## src/rtl/wb_arbiter_pkg.sv

```systemverilog
`default_nettype none
// ============================================================================
// Module      : wb_arbiter_pkg
// Description : Shared writeback types and sizing for the writeback arbiter.
// Revision    : 1.0 - initial release
// ============================================================================
package wb_arbiter_pkg;

    localparam int REG_WIDTH    = 5;
    localparam int DIV_WB_DEPTH = 2;

    typedef struct packed {
        logic                 instruction_valid;
        logic                 register_write;
        logic [REG_WIDTH-1:0] rd;
        logic [31:0]          exe_result;
    } exe_wb_inf_t;

    typedef struct packed {
        logic [REG_WIDTH-1:0] rd;
        logic [31:0]          data;
    } div_entry_t;

endpackage : wb_arbiter_pkg
`default_nettype wire

```

## src/rtl/wb_arbiter_if.sv

```systemverilog
`default_nettype none
// ============================================================================
// Module      : wb_arbiter_if
// Description : Execute-to-register-file writeback bundle with core controls.
// Revision    : 1.0 - initial release
// ============================================================================
interface wb_arbiter_if;
    import wb_arbiter_pkg::*;

    logic                 stall;
    logic                 flush;
    exe_wb_inf_t          pipe_wb_inf;
    exe_wb_inf_t          div_wb_inf;
    logic                 rf_we;
    logic [REG_WIDTH-1:0] rf_rd;
    logic [31:0]          rf_wdata;
    logic                 div_wb_full;
    logic                 div_wb_overflow;

    modport master (
        output stall, flush, pipe_wb_inf, div_wb_inf,
        input  rf_we, rf_rd, rf_wdata, div_wb_full, div_wb_overflow
    );

    modport slave (
        input  stall, flush, pipe_wb_inf, div_wb_inf,
        output rf_we, rf_rd, rf_wdata, div_wb_full, div_wb_overflow
    );

endinterface : wb_arbiter_if
`default_nettype wire

```

## src/rtl/wb_arbiter_div_result_queue.sv

```systemverilog
`default_nettype none
// ============================================================================
// Module      : div_result_queue
// Description : Circular buffer of divider results with per-entry valid bits
//               and an rd compare-and-kill port.
// Revision    : 1.0 - initial release
// ============================================================================
module div_result_queue
    import wb_arbiter_pkg::*;
#(
    parameter  int DEPTH = DIV_WB_DEPTH,
    localparam int PW    = $clog2(DEPTH),
    localparam int CW    = $clog2(DEPTH) + 1
) (
    input  logic                 clk,
    input  logic                 rst_n,
    input  logic                 i_clear,
    input  logic                 i_enq,
    input  div_entry_t           i_enq_data,
    input  logic                 i_deq,
    input  logic                 i_kill,
    input  logic [REG_WIDTH-1:0] i_kill_rd,
    output logic                 o_head_valid,
    output div_entry_t           o_head_data,
    output logic                 o_empty,
    output logic [CW-1:0]        o_count
);

    logic [PW-1:0]    r_wptr;
    logic [PW-1:0]    r_rptr;
    logic [CW-1:0]    r_count;
    logic [DEPTH-1:0] r_valid;
    div_entry_t       r_mem [DEPTH];

    // A killed entry keeps its slot; it is retired by a normal dequeue.
    always_ff @(posedge clk or negedge rst_n) begin
        if (!rst_n) begin
            r_wptr  <= '0;
            r_rptr  <= '0;
            r_count <= '0;
            r_valid <= '0;
        end else if (i_clear) begin
            r_wptr  <= '0;
            r_rptr  <= '0;
            r_count <= '0;
            r_valid <= '0;
        end else begin
            for (int i = 0; i < DEPTH; i++) begin
                if (i_kill && r_valid[i] && (r_mem[i].rd == i_kill_rd)) begin
                    r_valid[i] <= 1'b0;
                end
            end
            if (i_deq) begin
                r_valid[r_rptr] <= 1'b0;
                r_rptr          <= r_rptr + PW'(1);
            end
            if (i_enq) begin
                r_valid[r_wptr] <= 1'b1;
                r_wptr          <= r_wptr + PW'(1);
            end
            case ({i_enq, i_deq})
                2'b10:   r_count <= r_count + CW'(1);
                2'b01:   r_count <= r_count - CW'(1);
                default: r_count <= r_count;
            endcase
        end
    end

    always_ff @(posedge clk) begin
        if (i_enq) begin
            r_mem[r_wptr] <= i_enq_data;
        end
    end

    assign o_head_valid = r_valid[r_rptr];
    assign o_head_data  = r_mem[r_rptr];
    assign o_empty      = (r_count == '0);
    assign o_count      = r_count;

endmodule : div_result_queue
`default_nettype wire

```

## src/rtl/wb_arbiter.sv

```systemverilog
`default_nettype none
// ============================================================================
// Module      : wb_arbiter
// Description : Merges pipeline and divider results onto the register-file
//               write port, queueing colliding divider results in order.
// Revision    : 1.0 - initial release
// ============================================================================
module wb_arbiter
    import wb_arbiter_pkg::*;
#(
    parameter  int DEPTH = DIV_WB_DEPTH,
    localparam int CW    = $clog2(DEPTH) + 1
) (
    input  logic         clk,
    input  logic         rst_n,
    wb_arbiter_if.slave  wb
);

    exe_wb_inf_t          w_pipe;
    exe_wb_inf_t          w_div;
    logic                 w_pipe_req;
    logic                 w_div_arrive;
    logic                 w_div_req;
    logic                 w_bypass;
    logic                 w_enq;
    logic                 w_deq;
    logic                 w_deq_wr;
    logic                 w_q_full;
    logic                 w_ovf_set;
    logic                 w_head_valid;
    div_entry_t           w_head_data;
    logic                 w_q_empty;
    logic [CW-1:0]        w_count;

    logic                 r_rf_we;
    logic [REG_WIDTH-1:0] r_rf_rd;
    logic [31:0]          r_rf_wdata;
    logic                 r_overflow;

    assign w_pipe = wb.pipe_wb_inf;
    assign w_div  = wb.div_wb_inf;

    assign w_pipe_req   = w_pipe.instruction_valid & w_pipe.register_write
                        & ~wb.stall & (w_pipe.rd != '0);
    assign w_div_arrive = w_div.instruction_valid & w_div.register_write
                        & (w_div.rd != '0) & ~wb.flush;
    // A divider result aimed at the same rd as a concurrent pipeline write is stale.
    assign w_div_req    = w_div_arrive & ~(w_pipe_req & (w_div.rd == w_pipe.rd));

    assign w_q_full  = (w_count == CW'(DEPTH));
    assign w_bypass  = w_div_req & ~w_pipe_req & w_q_empty;
    assign w_enq     = w_div_req & ~w_bypass & ~w_q_full;
    assign w_ovf_set = w_div_req & ~w_bypass & w_q_full;
    assign w_deq     = ~w_q_empty & ~w_pipe_req & ~wb.flush;
    assign w_deq_wr  = w_deq & w_head_valid;

    div_result_queue #(
        .DEPTH (DEPTH)
    ) u_queue (
        .clk          (clk),
        .rst_n        (rst_n),
        .i_clear      (wb.flush),
        .i_enq        (w_enq),
        .i_enq_data   ({w_div.rd, w_div.exe_result}),
        .i_deq        (w_deq),
        .i_kill       (w_pipe_req),
        .i_kill_rd    (w_pipe.rd),
        .o_head_valid (w_head_valid),
        .o_head_data  (w_head_data),
        .o_empty      (w_q_empty),
        .o_count      (w_count)
    );

    always_ff @(posedge clk or negedge rst_n) begin
        if (!rst_n) begin
            r_rf_we    <= 1'b0;
            r_rf_rd    <= '0;
            r_rf_wdata <= '0;
            r_overflow <= 1'b0;
        end else begin
            r_rf_we <= w_pipe_req | w_bypass | w_deq_wr;
            if (w_pipe_req) begin
                r_rf_rd    <= w_pipe.rd;
                r_rf_wdata <= w_pipe.exe_result;
            end else if (w_bypass) begin
                r_rf_rd    <= w_div.rd;
                r_rf_wdata <= w_div.exe_result;
            end else if (w_deq_wr) begin
                r_rf_rd    <= w_head_data.rd;
                r_rf_wdata <= w_head_data.data;
            end
            if (w_ovf_set) begin
                r_overflow <= 1'b1;
            end
        end
    end

    assign wb.rf_we           = r_rf_we;
    assign wb.rf_rd           = r_rf_rd;
    assign wb.rf_wdata        = r_rf_wdata;
    assign wb.div_wb_full     = (w_count >= CW'(DEPTH - 1));
    assign wb.div_wb_overflow = r_overflow;

endmodule : wb_arbiter
`default_nettype wire

```

## src/flat_wrapper.sv

```systemverilog
// flat-port wrapper written by rule: the top's interface ports become plain ports
module wb_arbiter_flat import wb_arbiter_pkg::*;
#(
    parameter  int DEPTH = DIV_WB_DEPTH,
    localparam int CW    = $clog2(DEPTH) + 1
)
  (clk, rst_n, wb_stall, wb_flush, wb_pipe_wb_inf, wb_div_wb_inf, wb_rf_we, wb_rf_rd, wb_rf_wdata, wb_div_wb_full, wb_div_wb_overflow);
  wb_arbiter_if wb_i ();
  input  logic clk;
  input  logic rst_n;
  input wire logic [$bits(wb_i.stall)-1:0] wb_stall;
  input wire logic [$bits(wb_i.flush)-1:0] wb_flush;
  input wire logic [$bits(wb_i.pipe_wb_inf)-1:0] wb_pipe_wb_inf;
  input wire logic [$bits(wb_i.div_wb_inf)-1:0] wb_div_wb_inf;
  output wire logic [$bits(wb_i.rf_we)-1:0] wb_rf_we;
  output wire logic [$bits(wb_i.rf_rd)-1:0] wb_rf_rd;
  output wire logic [$bits(wb_i.rf_wdata)-1:0] wb_rf_wdata;
  output wire logic [$bits(wb_i.div_wb_full)-1:0] wb_div_wb_full;
  output wire logic [$bits(wb_i.div_wb_overflow)-1:0] wb_div_wb_overflow;
  assign wb_i.stall = wb_stall;
  assign wb_i.flush = wb_flush;
  assign wb_i.pipe_wb_inf = wb_pipe_wb_inf;
  assign wb_i.div_wb_inf = wb_div_wb_inf;
  assign wb_rf_we = wb_i.rf_we;
  assign wb_rf_rd = wb_i.rf_rd;
  assign wb_rf_wdata = wb_i.rf_wdata;
  assign wb_div_wb_full = wb_i.div_wb_full;
  assign wb_div_wb_overflow = wb_i.div_wb_overflow;
  wb_arbiter #(.DEPTH(DEPTH)) u_core (.clk(clk), .rst_n(rst_n), .wb(wb_i));
endmodule
```

## config.mk

```make
export PLATFORM = sky130hd
export DESIGN_NAME = wb_arbiter_flat
export DESIGN_NICKNAME = d
export VERILOG_FILES = /design/src/rtl/wb_arbiter_pkg.sv /design/src/rtl/wb_arbiter_if.sv /design/src/rtl/wb_arbiter_div_result_queue.sv /design/src/rtl/wb_arbiter.sv /design/src/flat_wrapper.sv
export SDC_FILE = /design/constraint.sdc
export NUM_CORES = 1
export LEC_CHECK = 0
export BUFFER_PORTS_ARGS = -buffer_cell sky130_fd_sc_hd__buf_2
export CORE_AREA = 2 2 112 114
export CTS_CLUSTER_SIZE = 12
export DETAILED_ROUTE_END_ITERATION = 10
export DIE_AREA = 0 0 114 116
export PLACE_DENSITY = 0.77
export SLEW_MARGIN = 20
export SYNTH_ARGS = -nofsm -noshare
export SYNTH_HDL_FRONTEND = slang
export SYNTH_SLANG_ARGS = --single-unit
```

## constraint.sdc

```tcl
create_clock -name clk -period 2.8 [get_ports clk]
set_input_delay 0.56 -clock clk [delete_from_list [all_inputs] [get_ports clk]]
set_output_delay 0.56 -clock clk [all_outputs]
set_load 0.005 [all_outputs]
```

# Word-level counts from Yosys, hierarchy flattened
# Memory sizes are Yosys's and may differ from the RTL's.
# Cells that the tools add are included.
# op_classes
addsub	4
n_lt_le_gt_ge	5
eq_ne	6
mux	28
bitwise	28
n_reduce_logical	13
# ops
op	count
$mux 32	3
$and 1x1->1	16
$eq 5x5->1	3
$mux 5	3
$mux 1	14
$mux 2	5
$reduce_bool 5->1	2
$not 1->1	7
$logic_and 1x1->1	6
$reduce_bool 3->1	2
$eq 2x2->1 const B	2
$lt 1x2->1 const B	2
$pmux 2 s2	1
$reduce_bool 2->1	2
$add 1x1->1 const B	2
$add 2x1->2 const B	1
$and 2x2->2	1
$demux 1 s1	2
$eq 2x1->1 const B	1
$ge 1x1->1 const B	2
$ge 2x1->1 const B	1
$logic_not 2->1	1
$not 2->2	1
$or 1x1->1	2
2 further kinds	2
# totals
regBits	45
ram_bits	74
out_inout_bits	40
word_cells	93
mem_count	1
# mem_list
memory	depth	word_bits	rd	rd_clocked_by_memory_dff	wr	line	text
u_core.u_queue.r_mem	2	37	3	0	1	wb_arbiter_div_result_queue.sv:33	div_entry_t r_mem [DEPTH];

# Depth between registers and ports, before layout
# Gate-level depths: netlist of the first run.
# logic_depth
depth_word	14
mapped_depth	9
mapped_depth_nobuf	7

# Cells and area by module
# Synthesis of the first run repeated with hierarchy kept, for this count alone.
# unflattened
hier_cells	427
area_unflattened_um2	5416.4
# modules_own_cells
module	instances	cells_each	area_each_um2	seq_area_each_um2
div_result_queue	1	158	3069.2	2372.3
wb_arbiter	1	269	2347.3	975.9

# Least setup slack after synthesis of the first run
# No wires, ideal clock.
# synth_path
path_kind	input -> register
from	input wb_pipe_wb_inf[34]
to	memory u_core.u_queue.r_mem[0][0] (netlist name) (enable)
setup_time_ns	0.392
arrival_ns	2.588
setup_slack_ns	-0.179
stages	6
path_buffers	1
path_cell_list	or3_4 -> o31a_1 -> buf_6 -> and4_4 -> or3_4 -> inv_1
# synth_via
elab_chain_cells	12
# synth_rtl
item	line	text
from (decl)	flat_wrapper.sv:13	input wire logic [$bits(wb_i.pipe_wb_inf)-1:0] wb_pipe_wb_inf;
$reduce_bool 5->1	wb_arbiter.sv:44	& ~wb.stall & (w_pipe.rd != '0);
$and 1x1->1	wb_arbiter.sv:44	
$and 1x1->1	wb_arbiter.sv:48	assign w_div_req = w_div_arrive & ~(w_pipe_req & (w_div.rd == w_pipe.rd));
$not 1->1	wb_arbiter.sv:48	
$and 1x1->1	wb_arbiter.sv:48	
$and 1x1->1 (2 in series)	wb_arbiter.sv:51	assign w_bypass = w_div_req & ~w_pipe_req & w_q_empty;
$not 1->1	wb_arbiter.sv:52	assign w_enq = w_div_req & ~w_bypass & ~w_q_full;
$and 1x1->1 * (2 in series)	wb_arbiter.sv:52	
$mux 1 *	wb_arbiter_div_result_queue.sv:70	if (i_enq) begin
$mux 1 (implied by the code) *	wb_arbiter_div_result_queue.sv:71	r_mem[r_wptr] <= i_enq_data;
to (decl)	wb_arbiter_div_result_queue.sv:33	
# Every way passes the cells marked *; elsewhere a longest branch is shown, timed or not.

# Final worst setup path of the first run
# layout_path
from	input wb_div_wb_inf[33]
to	register u_core.r_rf_wdata[31], in the netlist u_core.wb.rf_wdata[31]
# layout_via
elab_chain_cells	8
# layout_rtl
item	line	text
from (decl)	flat_wrapper.sv:14	input wire logic [$bits(wb_i.div_wb_inf)-1:0] wb_div_wb_inf;
$reduce_bool 5->1 or $eq 5x5->1 (tied branches)	wb_arbiter.sv:46, wb_arbiter.sv:48	
$and 1x1->1, on equally long branches	wb_arbiter.sv:46, wb_arbiter.sv:48	
$and 1x1->1 or $not 1->1 (tied branches)	wb_arbiter.sv:46, wb_arbiter.sv:48	
$and 1x1->1 *	wb_arbiter.sv:48	
$and 1x1->1 * (2 in series)	wb_arbiter.sv:51	
$mux 32	wb_arbiter.sv:85	end else if (w_bypass) begin
$mux 32	wb_arbiter.sv:82	if (w_pipe_req) begin
to (signal assigned)	wb_arbiter.sv:84	r_rf_wdata <= w_pipe.exe_result;
to (signal assigned)	wb_arbiter.sv:87	r_rf_wdata <= w_div.exe_result;
to (signal assigned)	wb_arbiter.sv:90	r_rf_wdata <= w_head_data.data;
to (decl)	wb_arbiter.sv:37	logic [31:0] r_rf_wdata;
# Marked as above.
# A chain may end at the register's enable or synchronous reset.

==> metrics, run 1 <==
Reg area 0.00335 mm²; flop-to-flop setup slack 0.56 ns; Post-Route Utilization 56.6%; clock period minus final worst setup slack 2.29 ns; DR WL/cell 16.8 µm; DRT iter0 DRCs 214; worst-path fanout max 38; Leak 0.00265 µW; Req. time, crit path 3.06 ns; final hold vios 0; Avg Synthesized Cell Area 12.0 µm²; HP Class input pin to asynchronous set/reset pin; final period utilization 81.7%; cell area after synthesis 0.00532 mm²; TritonCTS buffer count 17; largest net degree at the start of global routing 45; number of global-route vias before repair 3886; row count 40; Total Routing Usage GR 19.4%; Crit path depth 7; CTS Hold Bufs 0; dpl ws 0.128 ns; f_max 437 MHz; setup repair after global routing missed its margin false; total setup buffers inserted after CTS 0; RR Startpoint u_core.u_queue.o_count[1]; CTS Sinks 119; Starting Density 44.6%; worst setup margin 0.512 ns; Net Count, Synth 527; Via density 5.30; worst vdd ir 0.000391 V; post-detailed-placement half-perimeter wirelength 8.35 mm; # DRC 0; max-slew violations 0; synth warn 0; area of the multi-input gates 0.00181 mm²; die width 114 µm; top cell type's share of synthesized area 41.8%; Setup TNS 0 ns; global-route wire length before repair 19.5 mm; CTS root buf clkbuf_16; post-route ant nets 0; clk_lat worst skew 0.41 ns; crit-path cells buf_2 > or4_1 > o211ai_1 > buf_4 > nand2_1 > o211ai_1 > a31oi_1; Worst EP arrival 2.55 ns; die height 116 µm; Reg-to-Reg End u_core.u_queue.o_count[1]; share of layout cells above drive strength 1 30.1%; Slew headroom 41.4%; R2R cell count 7; final hold slack 0.269 ns; Synth area leaders edfxtp_1 (42%), dfrtp_1 (21%), mux2i_1 (7.5%); Slowest-stage cell, CP or4_1; CTS max path bufs 2; Pre-antenna DRT Iters 4; Max stage delay on crit path 0.57 ns; Fillers 987; Crit. End Element register; sequential area share after synthesis 63.0%; Area Growth Syn to Fin 26.8%; Clk pin slew, worst setup/hold paths 0.06 ns; asr flop ratio synth 37.8%; Resized Gates After CTS 0; leading area contributor after synthesis edfxtp_1; PortBufs 121; Post-synth top cells edfxtp_1 (74), nand2_1 (74), dfrtp_1 (45), mux2i_1 (40), nor2_1 (40); status finished, final reports clean; max_cap viols 0; initial antenna violation count 1; fin nets 651; Placeable Area 0.0119 mm²; I/O pin count 122; Mapped Cells 442; critical path's top delay family compound AO/OA/AOI/OAI gates; worst-margin pin slew 0.878 ns; Detailed Route WL 12.2 mm; synthesis-stage register bit count 119; CP most frequent cell o211ai_1; critical path buffer and inverter count 2; full die area 0.0132 mm²; CP startpoint wb_div_wb_inf[33]; crit start category input pin; GP Congestion 0.825; Cell Count, Final, Fillers Out 727; Post-synth EDFFs 74; Final Setup Violations 0; via count 3851; Crit Path Category input pin to register; Overflow after GRT 0; Yosys cell types 35; power density over cell area 872 mW/mm²; Post-synth top flop edfxtp_1; dpl cells 694; clk_skew 0.0144 ns; H-tree levels 4; CTS tree done
-- placed cells by master, fill, tap and decap left out, types with 2 or more instances in the layout --
| cell type | count |
|---|---|
| a21oi_1 | 6 |
| clkinv_2 | 4 |
| nand3_1 | 4 |
| clkbuf_1 | 5 |
| mux2i_1 | 40 |
| buf_2 | 121 |
| clkbuf_16 | 17 |
| xor2_1 | 10 |
| nor3_1 | 2 |
| a31oi_1 | 37 |
| dfrtp_1 | 44 |
| ha_1 | 3 |
| or3_4 | 2 |
| or4_1 | 2 |
| buf_12 | 4 |
| bufinv_16 | 3 |
| clkinvlp_4 | 2 |
| buf_4 | 14 |
| and3b_1 | 2 |
| inv_1 | 3 |
| xnor2_1 | 7 |
| nand2_1 | 74 |
| o21ai_1 | 2 |
| nand4_1 | 3 |
| nor2_1 | 40 |
| edfxtp_1 | 74 |
| o211ai_1 | 38 |
-- power by group --
group,leakage [µW],internal [µW],switching (µW)
Combinational,0.00119,654,709
Sequential,0.00118,2200,179
Clock,0.000285,1420,721
Total,0.00265,4270,1610
-- per-stage QoR --
step	area [µm²]	total power, µW
detailed placement	6150	3780
global route	6740	6200
CTS	6740	5940
floorplan	5320	3210
global placement	6150	3720
finish	6740	5880
-- cells by family after synthesis --
logic type | share of synthesized area, %
flip-flops | 63.0
XOR/XNOR | 2.80
AND/OR/NAND/NOR | 10.6
AO/OA/AOI/OAI | 12.0
multiplexers | 7.53
buffers and inverters | 3.39
adder cells (fa/ha/maj) | 0.706
-- worst reg2reg max path, stage by stage, from the launching register on --
cell and delay [ns]:
dfrtp_1 0.38, inv_1 0.09, ha_1 0.31, or3_1 0.34, o22ai_1 0.44, mux2i_1 0.26, a21oi_1 0.06, a311oi_1 0.25
-- state kept, by name, indices dropped and copies added, names as in the netlist --
name,flops
u_core.wb.rf_wdata,32
u_core.u_queue.o_count,2
u_core.u_queue.r_rptr,1
u_core.wb.div_wb_overflow,1
u_core.u_queue.r_valid,2
u_core.wb.rf_rd,5
u_core.wb.rf_we,1
u_core.u_queue.r_mem,74
u_core.u_queue.r_wptr,1
-- routing by layer --
metal | part of all wire [%] | up-vias | global-route usage [%]
met4 | 0.82 | 0 | 7.24
li1 | - | 1885 | -
met3 | 5.9 | 10 | 5.39
met2 | 51 | 114 | 33.0
met5 | 0 | - | 0
met1 | 42 | 1842 | 23.7
-- worst max path at each step --
| stage | slack (ns) | endpoint |
|---|---|---|
| 3_5_place_dp | 0.13 | u_core.wb.rf_wdata[31] |
| 3_3_place_gp | 0.19 | u_core.wb.rf_wdata[1] |
| 6_report | 0.51 | u_core.wb.rf_wdata[31] |
| 2_1_floorplan | 0.05 | u_core.u_queue.r_mem[1][0] |
| 4_1_cts | 0.52 | u_core.wb.rf_wdata[31] |
| 5_1_grt | 0.32 | u_core.wb.rf_wdata[31] |
-- layout make-up --
| cell class | instances | area share (%) |
|---|---|---|
| clock inverters | 9 | 1.88 |
| clock buffers | 23 | 6.80 |
| diodes | 1 | 0.0371 |
| well taps | 147 | 2.73 |
| flip-flops and latches | 119 | 49.7 |
| inverters | 5 | 0.334 |
| repair buffers | 139 | 11.7 |
| multi-input cells | 284 | 26.8 |
Power figures use the tool's default switching activity.
==> run 2, diff against run 1 <==
--- a/config.mk
+++ b/config.mk
@@ -5,12 +5,13 @@
 export SDC_FILE = /design/constraint.sdc
 export NUM_CORES = 1
 export LEC_CHECK = 0
+export ABC_AREA = 1
 export BUFFER_PORTS_ARGS = -buffer_cell sky130_fd_sc_hd__buf_2
-export CORE_AREA = 2 2 112 114
+export CORE_AREA = 2 2 114 116
 export CTS_CLUSTER_SIZE = 12
 export DETAILED_ROUTE_END_ITERATION = 10
-export DIE_AREA = 0 0 114 116
-export PLACE_DENSITY = 0.77
+export DIE_AREA = 0 0 116 118
+export PLACE_DENSITY = 0.78
 export SLEW_MARGIN = 20
 export SYNTH_ARGS = -nofsm -noshare
 export SYNTH_HDL_FRONTEND = slang
==> constraint.sdc (replaced) <==
create_clock -name clk -period 2 [get_ports clk]
set_input_delay 0.4 -clock clk [delete_from_list [all_inputs] [get_ports clk]]
set_output_delay 0.4 -clock clk [all_outputs]
set_load 0.005 [all_outputs]
==> metrics, run 2 <==
status complete, but fails checks; violated checks hold timing; post-detailed-placement half-perimeter wirelength 9.15 mm; die width 116 µm; Post-synth top cells nand2_1 (154), edfxtp_1 (74), nor2_1 (54), dfrtp_1 (45), nand3_1 (25); total setup buffers inserted after CTS 0; CTS tree done; share of layout cells above drive strength 1 31.1%; number of flip-flops in the largest register 74; Placeable Area 0.0124 mm²; final period utilization 94.8%; Yosys cell types 36; Post-Route Utilization 56.1%; die height 118 µm; Total Routing Usage GR 21.0%; Req. time, crit path 2.11 ns; worst-margin pin slew 0.607 ns; leading area contributor after synthesis edfxtp_1; fin nets 734; Via density 5.17; I/O pin count 122; final hold slack -0.00414 ns; clk_lat worst skew 0.42 ns; DRT iter0 DRCs 349; Leak 0.00304 µW; Resized Gates After CTS 0; full die area 0.0137 mm²; met3 WL post-DR 856 µm; cell area after synthesis 0.00545 mm²; top cell type's share of synthesized area 40.8%; DR WL/cell 16.4 µm; post-route ant nets 0; crit start category register; Mapped Cells 519; Post-synth EDFFs 74; max_cap viols 0; M1 WL 5.70 mm; number of global-route vias before repair 4433; CTS max path bufs 2; Final Setup Violations 0; Post-synth top flop edfxtp_1; Slowest-stage cell, CP dfrtp_1; H-tree levels 4; row count 41; Clk pin slew, worst setup/hold paths 0.05 ns; Pre-antenna DRT Iters 5; power density over cell area 1240 mW/mm²; CTS Sinks 119; critical path buffer and inverter count 4; Area Growth Syn to Fin 27.9%; # DRC 0; initial antenna violation count 0; final hold vios 4; via count 4312; Net Count, Synth 604; sequential area share after synthesis 61.4%; commonest cells after routing, fill and taps aside nand2_1 (153), buf_2 (121), edfxtp_1 (74), nor2_1 (53), dfrtp_1 (44); clk_skew 0.0186 ns; most common cell after layout, fill and taps aside nand2_1; crit-path cells inv_1 > ha_1 > a21oi_4 > nand3_4 > inv_1 > nand2_2 > clkinvlp_4 > buf_12; Slew headroom 59.5%; GP Congestion 0.855; max-slew violations 0; Crit Path Category register to register; Avg Synthesized Cell Area 10.5 µm²; worst vdd ir 0.000822 V; PortBufs 121; Synth area leaders edfxtp_1 (41%), dfrtp_1 (21%), nand2_1 (11%); Overflow after GRT 0; clock period minus final worst setup slack 1.90 ns; critical path's top delay family buffers and inverters; TritonCTS buffer count 17; CTS Hold Bufs 0; CP most frequent cell inv_1; Starting Density 43.9%; synth warn 0; global-route wire length before repair 22.0 mm; flop-to-flop setup slack 0.10 ns; synthesis-stage register bit count 119; HP Class input pin to asynchronous set/reset pin; f_max 527 MHz; Worst EP arrival 2.01 ns; Setup TNS 0 ns; Max stage delay on crit path 0.38 ns; Crit path depth 8; Fillers 1077; Crit. End Element register; CTS root buf clkbuf_16; most frequent cell after synthesis nand2_1; asr flop ratio synth 37.8%; Detailed Route WL 13.7 mm; DR WL met2 6.87 mm; setup repair after global routing missed its margin false; R2R cell count 8; largest net degree at the start of global routing 38; Top reg by flops u_core.u_queue.r_mem; Top Layer Used met4; worst-path fanout max 18; n_diodes 0
-- run 2: cell types whose count changed in the layout (fill, tap and decap cells not counted), sizes merged, moves of 17 or more --
| cell | delta |
|---|---|
| nor2 | +17 |
| nand2 | +83 |
| a31oi | -37 |
| mux2i | -37 |
| nand3 | +29 |
| o22a | +24 |
| o211ai | -33 |
| o21ai | +31 |
-- run 2: final cells by class --
| type | count | area, µm² | area share [%] |
|---|---|---|---|
| repair buffers | 139 | 828 | 11.9 |
| inverters | 19 | 88.8 | 1.27 |
| clock buffers | 23 | 468 | 6.71 |
| multi-input cells | 353 | 1900 | 27.2 |
| clock inverters | 9 | 124 | 1.78 |
| well taps | 172 | 215 | 3.09 |
| flip-flops and latches | 119 | 3350 | 48.1 |
-- run 2: final timing paths --
kind / from / endpoint
max: u_core.u_queue.o_count[0] / u_core.u_queue.r_mem[0][5]
min: rst_n / u_core.wb.rf_rd[0]
max reg2reg: u_core.u_queue.o_count[0] / u_core.u_queue.r_mem[0][5]
min in group clk: wb_div_wb_inf[3] / u_core.u_queue.r_mem[0][3]
min reg2reg: u_core.wb.rf_wdata[23] / u_core.wb.rf_wdata[23]
max in group asynchronous: rst_n / u_core.u_queue.r_rptr
-- run 2: kinds of logic after synthesis --
family / count (synthesis) / synth area share, %
AOI/OAI and AO/OA: 76 / 9.87
xor gates and xnor gates: 14 / 2.25
adders and majority gates: 3 / 0.689
buffers and inverters: 47 / 4.82
DFF: 119 / 61.4
muxes: 3 / 0.551
and+or+nand+nor: 257 / 20.4
-- run 2: stage by stage --
step	power (µW)	std cells	cell area (µm²)	worst slack, ns
final	8610	834	6970	0.104
after floorplan	4710	519	5530	-0.141
after detailed placement	5610	802	6370	-0.0344
after global routing	9090	834	6970	0.00271
after CTS	8670	834	6960	0.0426
after global placement	5510	802	6370	0.0307
-- run 2: power by group --
part / switching, µW / internal, µW
Sequential: 310 / 3090
Clock: 1030 / 2010
Combinational: 1280 / 888
-- run 2: layer usage --
layer / vias to the layer above / GRT usage [%]
li1: 2025 / -
met1: 2072 / 26.0
met2: 190 / 34.6
met3: 25 / 5.46
met4: 0 / 8.85
met5: - / 0
==> run 3, diff against run 2 <==
--- a/config.mk
+++ b/config.mk
@@ -7,11 +7,11 @@
 export LEC_CHECK = 0
 export ABC_AREA = 1
 export BUFFER_PORTS_ARGS = -buffer_cell sky130_fd_sc_hd__buf_2
-export CORE_AREA = 2 2 114 116
+export CORE_AREA = 2 2 100 102
 export CTS_CLUSTER_SIZE = 12
 export DETAILED_ROUTE_END_ITERATION = 10
-export DIE_AREA = 0 0 116 118
-export PLACE_DENSITY = 0.78
+export DIE_AREA = 0 0 102 104
+export PLACE_DENSITY = 0.93
 export SLEW_MARGIN = 20
 export SYNTH_ARGS = -nofsm -noshare
 export SYNTH_HDL_FRONTEND = slang
==> constraint.sdc (replaced) <==
create_clock -name clk -period 2.2 [get_ports clk]
set_input_delay 0.44 -clock clk [delete_from_list [all_inputs] [get_ports clk]]
set_output_delay 0.44 -clock clk [all_outputs]
set_load 0.005 [all_outputs]
==> metrics, run 3 (synthesized netlist as in run 2, its figures left out) <==
status complete, but fails checks; violated checks hold timing; post-route ant nets 0; worst-margin pin slew 0.770 ns; crit start category register; Req. time, crit path 2.64 ns; Total Routing Usage GR 27.1%; DRT iter0 DRCs 315; Slowest-stage cell, CP buf_4; number of flip-flops in the largest register 74; Resized Gates After CTS 0; Clk pin slew, worst setup/hold paths 0.06 ns; R2R cell count 10; row count 36; Area Growth Syn to Fin 25.2%; clk_skew 0.00708 ns; Reg-to-Reg End u_core.wb.rf_wdata[19]; most common cell after layout, fill and taps aside nand2_1; f_max 481 MHz; CTS max path bufs 2; number of global-route vias before repair 4484; Slew headroom 48.7%; max-slew violations 0; CTS Hold Bufs 0; commonest cells after routing, fill and taps aside nand2_1 (153), buf_2 (121), edfxtp_1 (74), nor2_1 (53), dfrtp_1 (44); M1 WL 5.22 mm; RR Startpoint u_core.u_queue.o_count[0]; Top reg by flops u_core.u_queue.r_mem; Cell Count, Final, Fillers Out 793; largest net degree at the start of global routing 39; TritonCTS buffer count 17; Top Layer Used met4; Worst EP arrival 2.52 ns; Crit. End Element register; DR WL/cell 17.5 µm; Starting Density 57.1%; cell area after placement 0.00626 mm²; Crit Path Category register to register; post-detailed-placement half-perimeter wirelength 8.91 mm; Final Setup Violations 0; final hold slack -0.00160 ns; Leak 0.00300 µW; worst vdd ir 0.000583 V; H-tree levels 4; DR WL met2 7.06 mm; critical path's top delay family buffers and inverters; Final Instance Area 0.00682 mm²; worst-path fanout max 38; Max stage delay on crit path 0.47 ns; Pre-antenna DRT Iters 6; CTS tree done; Setup TNS 0 ns; initial antenna violation count 0; setup repair after global routing missed its margin false; power density over cell area 1120 mW/mm²; clk_lat worst skew 0.51 ns; Placeable Area 0.00955 mm²; CTS Sinks 119; global-route wire length before repair 21.8 mm; clock period minus final worst setup slack 2.08 ns; full die area 0.0106 mm²; n_diodes 0; CP most frequent cell inv_1; CTS root buf clkbuf_8; total setup buffers inserted after CTS 0; Detailed Route WL 13.9 mm; PortBufs 121; I/O pin count 122; fin nets 732; max_cap viols 0; Overflow after GRT 0; final hold vios 2; GP Congestion 0.859; via count 4396; share of layout cells above drive strength 1 31.4%; die width 102 µm; HP Class input pin to asynchronous set/reset pin; crit-path cells inv_1 > ha_1 > inv_1 > nand3_2 > clkinv_2 > o211ai_4 > nand2_4 > buf_4 > o21ai_2 > nand2_1; final period utilization 94.5%; Via density 5.54; dpl cells 761; met3 WL post-DR 1.26 mm; # DRC 0; flop-to-flop setup slack 0.12 ns; critical path buffer and inverter count 4; die height 104 µm
==> run 3: power by group <==
part           switching (µW)  internal (µW)
clock network             968           1630
logic                    1240            790
registers                 226           2810
total                    2440           5230
==> run 3: metal layers <==
metal,up-vias,track usage (%)
met2,242,44.5
met4,0,12.6
met5,-,0
met1,2093,33.8
met3,36,6.05
li1,2025,-
==> run 3: through the flow <==
stage / util (%) / total power, µW / setup WS [ns]
detailed placement: 65.6 / 5070 / 0.0137
floorplan: - / 4280 / 0.00361
finish: 71.5 / 7670 / 0.120
global route: 71.5 / 8060 / 0.00862
CTS: 71.5 / 7690 / 0.178
global placement: 65.6 / 4960 / 0.0955
==> run 3: cell type report <==
type / count / area (µm²)
Sequential cell: 119 / 3350
Multi-Input combinational cell: 353 / 1890
Tap cell: 133 / 166
Fill cell: 672 / 2730
Timing Repair Buffer: 137 / 776
Clock inverter: 12 / 128
Clock buffer: 20 / 435
Inverter: 19 / 83.8
==> run 3: worst max-delay path by stage <==
| stage | slack, ns | endpoint | cells past startpoint | start |
|---|---|---|---|---|
| 2_1_floorplan | 0.004 | u_core.u_queue.r_mem[1][0] | 9 | wb_pipe_wb_inf[35] |
| 3_3_place_gp | 0.1 | u_core.wb.rf_wdata[2] | 11 | wb_pipe_wb_inf[35] |
| 3_5_place_dp | 0.01 | u_core.wb.rf_wdata[18] | 11 | wb_pipe_wb_inf[35] |
| 4_1_cts | 0.18 | u_core.wb.rf_wdata[29] | 10 | u_core.u_queue.o_count[0] |
| 5_1_grt | 0.009 | u_core.wb.rf_wdata[23] | 10 | u_core.u_queue.o_count[0] |
| 6_report | 0.12 | u_core.wb.rf_wdata[19] | 10 | u_core.u_queue.o_count[0] |
